==> src/rtl/core_gated_counter_mc_pkg.sv <==
// rtl/core_gated_counter_mc_pkg.sv - shared state encoding and edge-mode constants
package core_gated_counter_mc_pkg;

    typedef enum logic [1:0] {
        ST_IDLE  = 2'd0,
        ST_COUNT = 2'd1,
        ST_LATCH = 2'd2
    } state_t;

    localparam int EDGE_LEVEL = 0;
    localparam int EDGE_RISE  = 1;

endpackage

==> src/rtl/core_gated_counter_mc_ch.sv <==
// rtl/core_gated_counter_mc_ch.sv - one count channel: synchroniser, edge detect, saturating counter
module core_gate_ch
    import core_gated_counter_mc_pkg::*;
#(
    parameter int W_CTR     = 16,
    parameter int EDGE_MODE = EDGE_RISE
) (
    input  logic             i_clk,
    input  logic             i_rst_n,
    input  logic             i_in,
    input  logic             i_clear,
    input  logic             i_en,
    output logic [W_CTR-1:0] o_count,
    output logic             o_sat
);

    logic             r_s1;
    logic             r_s2;
    logic             w_evt;
    logic [W_CTR-1:0] r_count;
    logic             r_sat;

    always_ff @(posedge i_clk or negedge i_rst_n) begin
        if (!i_rst_n) begin
            r_s1 <= 1'b0;
            r_s2 <= 1'b0;
        end else begin
            r_s1 <= i_in;
            r_s2 <= r_s1;
        end
    end

    generate
        if (EDGE_MODE == EDGE_RISE) begin : g_edge
            logic r_s3;
            always_ff @(posedge i_clk or negedge i_rst_n) begin
                if (!i_rst_n) begin
                    r_s3 <= 1'b0;
                end else begin
                    r_s3 <= r_s2;
                end
            end
            assign w_evt = r_s2 & ~r_s3;
        end else begin : g_level
            assign w_evt = r_s2;
        end
    endgenerate

    // An event that finds the counter at all-ones is lost, so remember it.
    always_ff @(posedge i_clk or negedge i_rst_n) begin
        if (!i_rst_n) begin
            r_count <= '0;
            r_sat   <= 1'b0;
        end else if (i_clear) begin
            r_count <= '0;
            r_sat   <= 1'b0;
        end else if (i_en && w_evt) begin
            if (&r_count) begin
                r_sat <= 1'b1;
            end else begin
                r_count <= r_count + W_CTR'(1);
            end
        end
    end

    assign o_count = r_count;
    assign o_sat   = r_sat;

endmodule

==> src/rtl/core_gated_counter_mc.sv <==
// rtl/core_gated_counter_mc.sv - multi-channel event counter over an internally timed gate window
module core_gated_counter_mc
    import core_gated_counter_mc_pkg::*;
#(
    parameter int N_CH      = 4,
    parameter int W_CTR     = 16,
    parameter int W_GATE    = 24,
    parameter int EDGE_MODE = EDGE_RISE
) (
    input  logic                    i_clk,
    input  logic                    i_rst_n,
    input  logic [N_CH-1:0]         i_in,
    input  logic [W_GATE-1:0]       i_gate_len,
    input  logic                    i_start,
    input  logic                    i_abort,
    output logic                    o_busy,
    output logic                    o_done,
    output logic [N_CH*W_CTR-1:0]   o_out,
    output logic [N_CH-1:0]         o_ovf
);

    state_t                r_state;
    state_t                w_next_state;
    logic [W_GATE-1:0]     r_timer;
    logic                  r_done;
    logic [N_CH*W_CTR-1:0] r_out;
    logic [N_CH-1:0]       r_ovf;
    logic [N_CH*W_CTR-1:0] w_cnt;
    logic [N_CH-1:0]       w_sat;
    logic                  w_clear;
    logic                  w_count_en;
    logic                  w_publish;

    always_comb begin
        w_next_state = r_state;
        w_clear      = 1'b0;
        w_publish    = 1'b0;
        case (r_state)
            ST_IDLE: begin
                if (i_start && !i_abort) begin
                    w_clear      = 1'b1;
                    w_next_state = (i_gate_len == '0) ? ST_LATCH : ST_COUNT;
                end
            end
            ST_COUNT: begin
                if (i_abort) begin
                    w_next_state = ST_IDLE;
                end else if (r_timer == W_GATE'(1)) begin
                    w_next_state = ST_LATCH;
                end
            end
            ST_LATCH: begin
                w_next_state = ST_IDLE;
                w_publish    = !i_abort;
            end
            default: w_next_state = ST_IDLE;
        endcase
    end

    assign w_count_en = (r_state == ST_COUNT);

    always_ff @(posedge i_clk or negedge i_rst_n) begin
        if (!i_rst_n) begin
            r_state <= ST_IDLE;
            r_timer <= '0;
            r_done  <= 1'b0;
            r_out   <= '0;
            r_ovf   <= '0;
        end else begin
            r_state <= w_next_state;
            r_done  <= w_publish;
            if (w_clear) begin
                r_timer <= i_gate_len;
            end else if (w_count_en) begin
                r_timer <= r_timer - W_GATE'(1);
            end
            if (w_publish) begin
                r_out <= w_cnt;
                r_ovf <= w_sat;
            end
        end
    end

    genvar gi;
    generate
        for (gi = 0; gi < N_CH; gi++) begin : g_ch
            core_gate_ch #(
                .W_CTR     (W_CTR),
                .EDGE_MODE (EDGE_MODE)
            ) u_ch (
                .i_clk   (i_clk),
                .i_rst_n (i_rst_n),
                .i_in    (i_in[gi]),
                .i_clear (w_clear),
                .i_en    (w_count_en),
                .o_count (w_cnt[gi*W_CTR +: W_CTR]),
                .o_sat   (w_sat[gi])
            );
        end
    endgenerate

    // The done cycle still counts as busy so the window is never seen as idle before results settle.
    assign o_busy = (r_state != ST_IDLE) | r_done;
    assign o_done = r_done;
    assign o_out  = r_out;
    assign o_ovf  = r_ovf;

endmodule
==> config.mk <==
export PLATFORM = sky130hd
export DESIGN_NAME = core_gated_counter_mc
export DESIGN_NICKNAME = d
export VERILOG_FILES = /design/src/rtl/core_gated_counter_mc_pkg.sv /design/src/rtl/core_gated_counter_mc_ch.sv /design/src/rtl/core_gated_counter_mc.sv
export SDC_FILE = /design/constraint.sdc
export NUM_CORES = 1
export LEC_CHECK = 0
export ABC_AREA = 1
export BUFFER_PORTS_ARGS = -buffer_cell sky130_fd_sc_hd__clkbuf_2
export CAP_MARGIN = 20
export CORE_MARGIN = 4
export CORE_UTILIZATION = 50
export CTS_CLUSTER_DIAMETER = 150
export CTS_CLUSTER_SIZE = 25
export DETAILED_ROUTE_END_ITERATION = 10
export GPL_TIMING_DRIVEN = 0
export PLACE_DENSITY = 0.72
export SYNTH_ARGS = -nofsm -noshare
export SYNTH_HDL_FRONTEND = slang
export SYNTH_HIERARCHICAL = 1
export SYNTH_SLANG_ARGS = --single-unit
==> constraint.sdc <==
create_clock -name i_clk -period 2.2 [get_ports i_clk]
set_clock_uncertainty 0.2 [all_clocks]
set_input_delay 0.11 -clock i_clk [delete_from_list [all_inputs] [get_ports i_clk]]
set_output_delay 0.11 -clock i_clk [all_outputs]
set_load 0.03 [all_outputs]
==> flow_summary.json <==
{
  "status": "complete, no violations",
  "cp.arrival_ns": 2.24,
  "met2_wirelength_um": 11400,
  "grt_max_degree": 103,
  "clk_path_buf_depth": 2,
  "period_share_pct": 96.5,
  "syn_to_final_growth_pct": 19.6,
  "numCtsBuffers": 17,
  "fmax_mhz": 471,
  "drive_gt1_share_pct": 21.5,
  "insertion_delay_ns": 0.44,
  "net-switching-power_mw": 3.80,
  "fp.dieH_um": 146,
  "grt.total_usage_pct": 23.0,
  "cts_tree": "done",
  "dp_cells": 1556,
  "ys_ff_latch": 175,
  "maxCapViolations": 0,
  "place.gp.congestion": 0.935,
  "end_kind": "flop",
  "top_layer_used": "met4",
  "fin_crit_ns": 2.12,
  "power.leakage_nw": 5.70,
  "drtIter0Drc": 631,
  "fin_ws_ns": 0.0766,
  "yosysSeqAreaShare_pct": 45.9,
  "hold_viol_final": 0,
  "max-vdd-ir-drop_mv": 0.601,
  "dpl_worst_slack_ns": -0.572,
  "die_area_um2": 21300,
  "num_antenna_cells": 0,
  "cp_max_fo": 15,
  "htreeDepth": 4,
  "dp_hpwl_um": 16300,
  "final_util_pct": 61.0,
  "yosysWarningCount": 6,
  "startpoint_type": "flop",
  "powerDensity_nw_per_um2": 895,
  "seq_area_um2": 4380,
  "avgSynthCellArea_um2": 7.81,
  "io_pins": 102,
  "fill_cells": 1649,
  "vias": 8372,
  "pwr-share-seq_pct": 43.3,
  "comb_power_share_pct": 28.3,
  "antenna_left": 0,
  "multiInputGateArea_um2": 4570,
  "path_clk_slew_ns": 0.07,
  "ys_types": 29,
  "crit_required_ns": 2.32,
  "fin_area_um2": 11400,
  "fin_setup_tns_ns": 0,
  "wl_per_cell_um": 14.7,
  "grt-ovfl-total": 0,
  "tightestPinTransition_ns": 0.602,
  "hp-class": "in2async",
  "synthCells": 1220,
  "synth_nets": 1258,
  "place_area_um2": 10400,
  "setup_viol": 0,
  "met1_length_um": 10500,
  "synth_area_um2": 9530,
  "finalNonFillerCells": 1626,
  "die_x_um": 146,
  "rsz0062_at_grt": "yes",
  "root_buffer": "clkbuf_16",
  "relSlewSlack_pct": 59.9,
  "rows": 50,
  "grt_pass1_vias": 8108,
  "start_util_pct": 51.0,
  "drt-vias-per-instance": 5.15,
  "p_int_mw": 6.41,
  "r2r_cells": 10,
  "core_area_um2": 18700,
  "crit_type": "reg2reg",
  "antenna_found_initial": 0,
  "route.met3.wl_um": 1500,
  "fin_nets": 1418,
  "firstDrtPassIters": 5,
  "cts.sinks": 175,
  "grt_pass1_wl_um": 40000,
  "drt_wl_total_um": 23900,
  "pwr-share-clk_pct": 28.3,
  "drc": 0,
  "numPortBuffers": 101,
  "slew_violations": 0,
  "switching_share_pct": 37.2
}
## layout make-up
class,instances,share of cell area (%)
buffer,31,2.46
clock buffer,18,3.85
clock inverter,13,1.03
inverter,98,3.36
multi-input combinational,916,40.1
sequential,175,38.4
tap,234,2.57
timing repair buffer,141,8.24
## cells in the final DEF (no fill, tap or decap), types with 12 or more instances in the layout
cell             n
clkbuf_2       104
o21ai_2         44
nand2_4         12
dlygate4sd3_1   32
inv_1           93
nor2_4          14
nand4_1         33
xor2_1          17
clkbuf_16       17
nor2_1         121
nand2_1        444
o21ai_0         22
nand2_2         41
nand3_1        105
dfrtp_1        174
## power by group through the flow
stage	clock network, mW	registers (mW)	logic [mW]
4_1_cts	2.95	4.41	2.89
5_1_grt	3.10	4.52	3.23
3_3_place_gp	0	4.45	2.70
2_1_floorplan	0	4.72	1.70
6_report	2.89	4.43	2.89
3_5_place_dp	0	4.46	2.78
## cells in the mapped netlist (all sizes together)
cell type	number	area share, %
nor2	142	6.7
nor3	5	0.38
inv	98	3.9
buf	17	2.2
o21bai	9	0.71
o21a	4	0.32
nand3b	4	0.32
clkbuf	14	0.55
nand4	33	2.2
nand2	501	22
xnor2	5	0.46
dfrtp	175	46
o211ai	4	0.32
a21oi	5	0.26
xor2	17	1.6
or2	9	0.59
o21ai	66	5.2
ha	6	0.79
o221ai	1	0.092
nand3	105	5.5
## state kept, by name, summed over array words and instances, names as in the netlist
name and count:
o_ovf 4, g_ch.u_ch/o_count 64, o_done 1, g_ch.u_ch/r_s1 4, g_ch.u_ch/o_sat 4, r_state 2, r_timer 24, o_out 64
g_ch.u_ch/g_edge.r_s3 4, g_ch.u_ch/r_s2 4
## worst paths after layout
check                      slack [ns]                  endpoint               from
max                              0.08  g_ch[3].u_ch/o_count[13]         r_state[1]
min                              0.03               r_timer[12]            i_rst_n
max reg2reg                      0.08  g_ch[3].u_ch/o_count[13]         r_state[1]
min reg2reg                      0.15         g_ch[2].u_ch/r_s2  g_ch[2].u_ch/r_s1
max in group asynchronous        0.87   g_ch[2].u_ch/o_count[5]            i_rst_n
min in group i_clk               0.12         g_ch[2].u_ch/r_s1            i_in[2]
## stage by stage
| stage | hold slack [ns] | power (mW) |
|---|---|---|
| 2_1_floorplan | -0.386 | 6.42 |
| 3_3_place_gp | 0.0191 | 7.15 |
| 3_5_place_dp | -0.0335 | 7.24 |
| 4_1_cts | 0.0624 | 10.2 |
| 5_1_grt | 0.0915 | 10.9 |
| 6_report | 0.0329 | 10.2 |
## what timing repair did
action                     CTS  global route
setup endpoints to repair   68            64
buffers inserted             4             2
cloned                       1             0
resized for setup           19             9
hold buffers                32             0
hold endpoints to repair   103             0
pin swaps                    0             2
## per-layer routing
metal,up-vias,GRT usage [%]
li1,4205,-
met1,3916,30.8
met2,220,37.6
met3,31,5.56
met4,0,6.49
met5,-,0
## critical path, stage by stage, from the launching register on
cell	delay, ns
dfrtp_2	0.45
nor2_4	0.16
nand2_4	0.13
inv_8	0.12
buf_12	0.18
clkinvlp_4	0.21
nand2_4	0.15
nand2_8	0.11
buf_12	0.17
nand2_2	0.06
o21ai_2	0.05
## cells by family after synthesis
group / Yosys count / share of synthesized area, %
AOI/OAI and AO/OA: 89 / 6.89
xor gates and xnor gates: 22 / 2.02
adders and majority gates: 6 / 0.787
buffers and inverters: 129 / 6.56
DFF: 175 / 45.9
and+or+nand+nor: 799 / 37.8
(Power assumes the default switching activity.)
